<file path="src/rtl/arb_scan_pkg.sv">
// Shared types and constants for the four-way round-robin scan arbiter.
package arb_scan_pkg;

  localparam int N_REQ = 4;
  localparam int IDX_W = 2;

  typedef enum logic [1:0] {
    IDLE  = 2'b00,
    GRANT = 2'b01,
    GAP   = 2'b10
  } state_t;

endpackage

</file>
<file path="src/rtl/rr_pick4.sv">
// Rotating-priority picker: first set request scanning from ptr upward, mod 4.
module rr_pick4
  import arb_scan_pkg::*;
(
  input  logic [N_REQ-1:0] req,
  input  logic [IDX_W-1:0] ptr,
  output logic             found,
  output logic [IDX_W-1:0] idx
);

  logic [IDX_W-1:0] w_cand;

  // Scan ptr, ptr+1, ptr+2, ptr+3; the 2-bit add wraps naturally.
  always_comb begin
    found  = 1'b0;
    idx    = ptr;
    w_cand = '0;
    for (int unsigned i = 0; i < N_REQ; i++) begin
      w_cand = ptr + IDX_W'(i);
      if (!found && req[w_cand]) begin
        found = 1'b1;
        idx   = w_cand;
      end
    end
  end

endmodule

</file>
<file path="src/rtl/arb_scan4.sv">
// Round-robin arbiter driving a 2-to-4 decoder: registered select, active-low
// enable, minimum grant tenure and a one-cycle break-before-make gap.
module arb_scan4
  import arb_scan_pkg::*;
#(
  parameter int HOLD_CYCLES = 4
) (
  input  logic             clk,
  input  logic             rstN,
  input  logic [N_REQ-1:0] req,
  output logic [IDX_W-1:0] sel,
  output logic             enN,
  output logic             busy
);

  localparam int CNT_W = (HOLD_CYCLES > 1) ? $clog2(HOLD_CYCLES) : 1;
  localparam logic [CNT_W-1:0] HOLD_LOAD = CNT_W'(HOLD_CYCLES - 1);

  state_t           r_state, w_state_nxt;
  logic [IDX_W-1:0] r_sel, w_sel_nxt;
  logic [IDX_W-1:0] r_ptr, w_ptr_nxt;
  logic [CNT_W-1:0] r_holdCnt, w_hold_nxt;
  logic             r_enN, w_enN_nxt;
  logic             r_busy;
  logic             w_found;
  logic [IDX_W-1:0] w_idx;
  logic             w_others;

  rr_pick4 u_pick (
    .req   (req),
    .ptr   (r_ptr),
    .found (w_found),
    .idx   (w_idx)
  );

  // Any competing request other than the current holder.
  always_comb begin
    w_others = |(req & ~(N_REQ'(1) << r_sel));
  end

  // Next-state, counter and output-register decode.
  always_comb begin
    w_state_nxt = r_state;
    w_sel_nxt   = r_sel;
    w_ptr_nxt   = r_ptr;
    w_hold_nxt  = r_holdCnt;
    w_enN_nxt   = r_enN;
    case (r_state)
      IDLE, GAP: begin
        if (w_found) begin
          w_state_nxt = GRANT;
          w_sel_nxt   = w_idx;
          w_hold_nxt  = HOLD_LOAD;
          w_enN_nxt   = 1'b0;
        end else begin
          w_state_nxt = IDLE;
          w_enN_nxt   = 1'b1;
        end
      end
      GRANT: begin
        w_enN_nxt = 1'b0;
        if (r_holdCnt != '0) begin
          w_hold_nxt = r_holdCnt - CNT_W'(1);
        end
        if ((r_holdCnt == '0) && (!req[r_sel] || w_others)) begin
          w_state_nxt = GAP;
          w_ptr_nxt   = r_sel + IDX_W'(1);
          w_enN_nxt   = 1'b1;
        end
      end
      default: begin
        w_state_nxt = IDLE;
        w_enN_nxt   = 1'b1;
      end
    endcase
  end

  // State and output registers; reset releases the decoder immediately.
  always_ff @(posedge clk or negedge rstN) begin
    if (!rstN) begin
      r_state   <= IDLE;
      r_sel     <= '0;
      r_ptr     <= '0;
      r_holdCnt <= '0;
      r_enN     <= 1'b1;
      r_busy    <= 1'b0;
    end else begin
      r_state   <= w_state_nxt;
      r_sel     <= w_sel_nxt;
      r_ptr     <= w_ptr_nxt;
      r_holdCnt <= w_hold_nxt;
      r_enN     <= w_enN_nxt;
      r_busy    <= (w_state_nxt != IDLE);
    end
  end

  assign sel  = r_sel;
  assign enN  = r_enN;
  assign busy = r_busy;

endmodule

</file>
<file path="config.mk">
export PLATFORM = sky130hd
export DESIGN_NAME = arb_scan4
export DESIGN_NICKNAME = d
export VERILOG_FILES = /design/src/rtl/arb_scan_pkg.sv /design/src/rtl/rr_pick4.sv /design/src/rtl/arb_scan4.sv
export SDC_FILE = /design/constraint.sdc
export NUM_CORES = 1
export LEC_CHECK = 0
export CORE_UTILIZATION = 50
export CTS_CLUSTER_DIAMETER = 120
export DETAILED_ROUTE_END_ITERATION = 12
export GPL_ROUTABILITY_DRIVEN = 0
export PLACE_DENSITY_LB_ADDON = 0.1
export SYNTH_ARGS = -nofsm -noshare
export SYNTH_HDL_FRONTEND = slang
export SYNTH_HIERARCHICAL = 1
export SYNTH_SLANG_ARGS = --single-unit
</file>
<file path="constraint.sdc">
create_clock -name clk -period 2.15 [get_ports clk]
set_clock_uncertainty 0.2 [all_clocks]
set_input_delay 0.43 -clock clk [delete_from_list [all_inputs] [get_ports clk]]
set_output_delay 0.43 -clock clk [all_outputs]
set_load 0.005 [all_outputs]
</file>
==> flow_metrics.py <==
metrics = {
    "outcome": {
        "run_status": "complete, no violations",
    },
    "routing": {
        "detailedRoute.firstIterationViolations": 17,
        "drt.antenna.violating_nets": 0,
        "wirelength_mm": 1.26,
        "first_pass_iters": 4,
        "drc_errors": 0,
        "wire_per_inst_um": 12.2,
        "route.vias.total": 552,
        "detail_route.vias_per_cell": 5.36,
    },
    "synthesis": {
        "ys_seq_area_frac": 0.379,
        "postSynthAreaPerCell_um2": 9.47,
        "synth_xor_area_frac": 0,
        "synth.area.mux_share": 0.0340,
        "synth.top_cells.by_area": "sky130_fd_sc_hd__dfrtp_1, sky130_fd_sc_hd__ha_1, sky130_fd_sc_hd__o21ai_0",
        "synthCells": 70,
        "synth_cell_type_count": 25,
        "synth-seq-cells": 10,
        "yosys_warnings": 6,
        "synth_nets": 81,
        "compound_gate_fraction_of_synth_area": 0.209,
        "synth_top_family_by_area": "simple AND/OR/NAND/NOR gates",
        "synthDominantCellAreaShare": 0.340,
        "synth.cell_area_um2": 663,
        "synthDominantAreaCellType": "sky130_fd_sc_hd__dfrtp_1",
        "yosys.area_share.simple": 0.243,
        "synth_fa_ha_area_frac": 0.0943,
    },
    "sta": {
        "final-setup-viol-count": 0,
        "timing.setup.tns_ns": 0,
        "max-slew-margin-rel": 0.706,
        "setup_slack_ns": 0.224,
        "grt_setup_unrepaired": "false",
        "fin_crit_sh": 0.896,
        "min_period_ns": 1.93,
        "final.hold.worst_slack_ns": 0.273,
        "worstMarginPinSlew_ns": 0.439,
        "maxClockFrequency_mhz": 519,
        "finalMaxSlewViolations": 0,
        "final-hold-violation-count": 0,
    },
    "job": {
        "max_cap_viol_count": 0,
    },
    "global_routing": {
        "grt_first_pass_wirelength_mm": 2.21,
        "grt_util_all_layers": 0.224,
        "global_route.overflow_total": 0,
        "grt_start_max_net_pins": 11,
        "grt_antenna_before_repair": 0,
        "first_global_vias": 557,
    },
    "worst_hold_path": {
        "hp-class": "in -> async",
    },
    "worst_setup_path": {
        "worst_setup_path_end_kind": "flop",
        "path_class": "reg -> reg",
        "crit_path_max_incr_delay_ns": 0.43,
        "worstPathRequired_ns": 2.09,
        "cp_slowest_cell": "sky130_fd_sc_hd__dfrtp_1",
        "cp_max_fo": 5,
        "worst_setup_path_start_kind": "flop",
        "worstPathCellList": "inv_1 -> ha_1 -> and2b_2 -> a2111oi_4 -> and2_4 -> o211ai_1",
        "critical_path_arrival_ns": 1.87,
    },
    "place": {
        "dp_slack_ns": 0.00595,
        "place.port_buffers": 9,
        "place.detailed.hpwl_um": 992,
        "placed_cell_area_um2": 816,
    },
    "power": {
        "ir_worst_vdd_mv": 0.837,
        "power_density_nw_per_um2": 1230,
        "cellLeakagePower_nw": 0.375,
    },
    "floorplanning": {
        "core-area_um2": 1170,
        "die_h_um": 38.4,
        "die_area_um2": 1480,
        "die-width_um": 38.4,
        "floorplan.io_pins": 10,
        "initial_utilization": 0.566,
        "num_rows": 12,
    },
    "clock_network": {
        "cts_hold_buf": 0,
        "clk_root_buffer_cell": "sky130_fd_sc_hd__clkbuf_4",
        "worst_setup_hold_path_clk_slew_ns": 0.06,
        "worst_skew_pair.late_latency_ns": 0.26,
        "cts_tree": "built",
        "cts_max_path_buffers": 2,
        "tritoncts.num_buffers": 3,
        "cts.htree.levels": 1,
        "cts-resized-gates": 0,
        "number_of_buffers_added_for_setup_after_cts": 0,
        "clock_sinks": 10,
    },
    "final_layout": {
        "layout.filler_cells": 94,
        "synthToLayoutAreaGrowth_pct": 28.5,
        "num-nets-final": 101,
        "drive_gt1_frac": 0.191,
        "antenna_diode_count": 0,
        "seq_area_um2": 251,
        "utilization": 0.728,
        "multiInputGateArea_um2": 385,
        "postLayoutCellArea_um2": 852,
    },
}
worst max-delay path, delay by kind of cell, from the launching register on:
family,cells,cell delay [ns]
buffers and inverters,1,0.11
AND/OR/NAND/NOR,2,0.45
AO/OA/AOI/OAI,2,0.48
flip-flops,1,0.43
adder cells (fa/ha/maj),1,0.13
layout make-up:
class | instances | area share
flip-flops and latches | 10 | 0.295
well taps | 14 | 0.0206
repair buffers | 15 | 0.159
clock buffers | 4 | 0.0426
inverters | 7 | 0.0308
multi-input cells | 53 | 0.452
layout by cell type, fill, tap and decap left out, drive strengths merged, types with 2 or more instances in the layout:
master	Yosys	routed
dfrtp	9	9
buf	0	6
nor2b	4	4
nand2b	4	4
inv	7	7
clkbuf	0	4
o21ai	9	9
clkdlybuf4s50	0	9
nand3	3	3
nand2	9	9
and2b	2	2
ha	5	5
nor2	4	4
cells in the mapped netlist, drive strengths merged:
library cell / number
dfrtp: 9
nand2: 9
o21ai: 9
inv: 7
ha: 5
nand2b: 4
nor2: 4
nor2b: 4
nand3: 3
and2b: 2
a2111oi: 1
a21o: 1
a21oi: 1
a221oi: 1
a22oi: 1
and2: 1
dfstp: 1
mux4: 1
nand3b: 1
nand4b: 1
o211ai: 1
o21a: 1
o311ai: 1
or3: 1
registers in the layout (all words and copies together) (netlist names):
signal	flops
r_ptr	2
r_state	2
enN	1
busy	1
r_holdCnt	2
sel	2
metal layers:
layer	track usage	vias to the layer above	routed length, um
met4	0.0431	0	0
met3	0.0872	0	84
met5	0	-	0
met2	0.373	15	556
li1	-	281	-
met1	0.275	256	615
report_power, final:
group,internal [W],switching [W],leakage [nW]
clock network,0.000103,0.0000610,0.0210
registers,0.000281,0.0000791,0.114
logic,0.000271,0.000258,0.240
total,0.000655,0.000398,0.375
final timing paths:
path,to,slack (ns),cells after the start,from
min in group clk,r_holdCnt[0],0.30,1,r_holdCnt[0]
worst min-delay path,r_ptr[0],0.27,1,rstN
worst min register to register,r_holdCnt[0],0.30,1,r_holdCnt[0]
worst max register to register,r_ptr[1],0.22,6,sel[1]
worst max-delay path,r_ptr[1],0.22,6,sel[1]
max in group asynchronous,enN,1.15,1,rstN
per-stage QoR:
stage / cells / power, W
5_1_grt: 103 / 0.00114
2_1_floorplan: 70 / 0.000695
4_1_cts: 103 / 0.00106
3_3_place_gp: 99 / 0.000871
6_report: 103 / 0.00105
3_5_place_dp: 99 / 0.000890
cell families (layout without fill, tap and decap cells):
group	count (synthesis)	after routing
buf+inv	7	26
fa+ha+maj	5	5
flops	10	10
compound gates	17	17
mux	1	1
simple gates	30	30
Note: power is estimated with default switching activity, not from simulation.
==> variant 1, RTL diff (same flow settings) <==
Make the reset (`rstN`) synchronous in one clocked block.
--- a/src/rtl/arb_scan4.sv
+++ b/src/rtl/arb_scan4.sv
@@ -76,7 +76,7 @@
   end
 
   // State and output registers; reset releases the decoder immediately.
-  always_ff @(posedge clk or negedge rstN) begin
+  always_ff @(posedge clk) begin
     if (!rstN) begin
       r_state   <= IDLE;
       r_sel     <= '0;
Behaviour: differs if rstN is asserted again (counterexample within 4 cycles, from zero or initial values and one cycle with rstN low); with rstN held inactive, the same outputs for 10 cycles.
==> variant 1 against the unedited design <==
Worst setup slack improved by 0.027 ns. Non-clock buffer count fell by 4. Final area down 8.2%. Wire length shrank 4.1%. Sequential share of layout area shrank 3.9 points. Global-route usage is 0.79 points lower. Area after synthesis fell by 3.4%. Critical path type is now flip-flop to output pin. Count of clock-buffer cells in the layout decreased by 1. Sequential cell count is the same. Highest routed layer is now met4. Register-to-register slack better by 0.07 ns. Maximum frequency increased by 1.4%.
Power is not compared: it rests on default switching activity, and its combinational part moved more than twofold at a synthesized area within 25%.
==> variant 1: results <==
[final_layout]
clkCellAreaFrac_pct = 2.880
buffers = 11
buffer_area_share_pct = 13.44
regArea_um2 = 200.2
finalNetCount = 99
inv_count = 5
nMultiInputCombCells = 57
seq_cells = 10
fillers = 103

[critical_path]
max_stage_delay_ns = 0.55
r2r_end = r_ptr[0]$_SDFFE_PN0P_
cp_top_family = buffers and inverters
reg2reg_slack_ns = 0.29
arrival_ns = 1.27
cp_max_fo = 6
slowest_stage = clkdlybuf4s50_1

[logic_synthesis]
synth_area_leaders = dfxtp_1 31%, ha_1 9.8%, nor2b_1 6.8%
synth.top_cells.by_count = 10 x dfxtp_1, 10 x nand2_1, 7 x nor2b_1
synthFlopType = dfxtp_1
syn-num-nets = 84

[route]
wl_met3_um = 40
drt_iter0_drc = 7
wire_per_inst_um = 12.05
dr_wl_met2_um = 585
drt-met1-wl_um = 556
vias = 545

[grt]
grt_util_all_layers_pct = 21.59
grt_pass1_vias = 506
grt_first_pass_wirelength_mm = 2.111

[place]
placed_cell_area_um2 = 759.5
detailed_place_hpwl_um = 972.8

[outcome]
outcome = complete, no violations

[worst_hold_path]
hold_class = flip-flop to flip-flop

[clock_tree]
cts-root-buf = clkbuf_4

[timing]
slew-limit-headroom_pct = 78.89
-- variant 1: worst max path at each step --
stage                         from                    end  slack, ns  cells after the start
6_report       sel[0]$_SDFFE_PN0P_                 sel[0]       0.25                      1
5_1_grt        sel[0]$_SDFFE_PN0P_  r_ptr[0]$_SDFFE_PN0P_       0.12                      6
4_1_cts        sel[0]$_SDFFE_PN0P_                 sel[0]       0.23                      1
3_5_place_dp                req[1]  r_state[1]$_SDFF_PN0_      0.002                      5
3_3_place_gp                req[1]  r_state[1]$_SDFF_PN0_       0.05                      5
2_1_floorplan  sel[0]$_SDFFE_PN0P_  r_state[1]$_SDFF_PN0_       0.45                      5
-- variant 1: per-layer routing --
layer	global-route usage, %	vias to the layer above
met1	24.09	250
li1	-	278
met2	37.93	13
met3	5.357	4
met5	0	-
met4	9.821	0
-- variant 1: kinds of logic (layout without fill, tap and decap cells) --
| logic type | Yosys count | in the layout | share of synthesized area [%] |
|---|---|---|---|
| adders and majority gates | 5 | 5 | 9.766 |
| AOI/OAI and AO/OA | 15 | 15 | 21.48 |
| DFF | 10 | 10 | 31.25 |
| buffers and inverters | 6 | 19 | 3.515 |
| and+or+nand+nor | 33 | 33 | 27.74 |
| muxes | 4 | 4 | 6.250 |
-- variant 1: stage by stage --
stage                     worst slack (ns)  util [%]  cells  total power, mW  hold WS [ns]
final                               0.2516     68.53    100           0.5173        0.3023
after global routing                0.1240     68.53    100           0.5473        0.3388
after CTS                           0.2313     68.53    100           0.5183        0.3028
after detailed placement          0.002286     66.56     97           0.3928        0.2883
after global placement             0.04660     66.56     97           0.3876        0.2802
after floorplan                     0.4511         -     73           0.3369        0.2563
==> variant 2, RTL diff (config.mk and constraints unchanged) <==
Without the edit above. The package constant `IDX_W` goes from 2 to 3.
--- a/src/rtl/arb_scan_pkg.sv
+++ b/src/rtl/arb_scan_pkg.sv
@@ -2,7 +2,7 @@
 package arb_scan_pkg;
 
   localparam int N_REQ = 4;
-  localparam int IDX_W = 2;
+  localparam int IDX_W = 3;
 
   typedef enum logic [1:0] {
     IDLE  = 2'b00,
Ports: changed (resized sel); port bits go from 10 to 11. No check against the original RTL was run, so the function may have changed too.
==> variant 2 against the unedited design <==
Global-route usage increased by 2.2 points. Cell count increased by 47%. Wire length increased by 77%. Critical endpoint is now r_holdCnt[1]$_DFFE_PN0P_. Final area increased by 56%. Area after synthesis increased by 43%. Critical path type unchanged. Count of clock-buffer cells in the layout unchanged. Via count increased by 50%. Maximum frequency decreased by 18%. Sequential cell count increased by 2. Synthesized cell count increased by 30%. Combinational power increased to 2.7 times the old value. Power increased by 96%. Worst setup slack got worse by 0.43 ns. The run now ends with setup timing left. Die area increased by 41%. Highest routed layer is now met4.
==> variant 2: results <==
[outcome]
outcome = complete, but fails checks
violations = setup timing

[place]
detailed_place_hpwl_mm = 1.629
dpl_worst_slack_ns = -0.6549
port_buffers = 10

[logic_synthesis]
yosysSeqAreaShare_pct = 31.79
synth_compound_area_share_pct = 13.72
ys_ff_latch = 12
muxShareOfSynthArea_pct = 22.30

[pwr]
ir_drop_mv = 1.121
power.switching_mw = 0.8205

[route]
routed_wl_mm = 2.229
highest_layer = met4

[grt]
grt_first_pass_wirelength_mm = 3.560
grt_pass1_vias = 826

[timing]
totalNegativeSetupSlack_ns = -0.9706
setup_viol = 8
worst_slack_ns = -0.2070

[final_layout]
finalNetCount = 141
drive_gt1_share_pct = 42.86
buffer_area_share_pct = 20.77
regArea_um2 = 302.8
multi_input_area_share_pct = 48.12

[critical_path]
max_stage_delay_ns = 0.52
reg2reg_depth = 7
cp_max_fo = 8
cp_top_family = simple AND/OR/NAND/NOR gates
## variant 2: what timing repair did
action                                  4_1_cts  5_1_grt
pin swaps                                     5        2
setup buffers                                 3        3
endpoints found under the setup margin       12       11
gates resized for setup                      10       16
hold buffers                                  0        0
## variant 2: how the worst max path moves through the flow
stage                    startpoint                  endpoint  depth (start not counted)
2_1_floorplan  r_ptr[0]$_DFFE_PN0P_  r_holdCnt[0]$_DFFE_PN0P_                         11
3_3_place_gp                 req[1]  r_holdCnt[0]$_DFFE_PN0P_                          7
3_5_place_dp                 req[1]  r_holdCnt[1]$_DFFE_PN0P_                          7
4_1_cts        r_ptr[0]$_DFFE_PN0P_        sel[1]$_DFFE_PN0P_                          9
5_1_grt        r_ptr[0]$_DFFE_PN0P_  r_holdCnt[0]$_DFFE_PN0P_                          7
6_report       r_ptr[0]$_DFFE_PN0P_  r_holdCnt[1]$_DFFE_PN0P_                          7
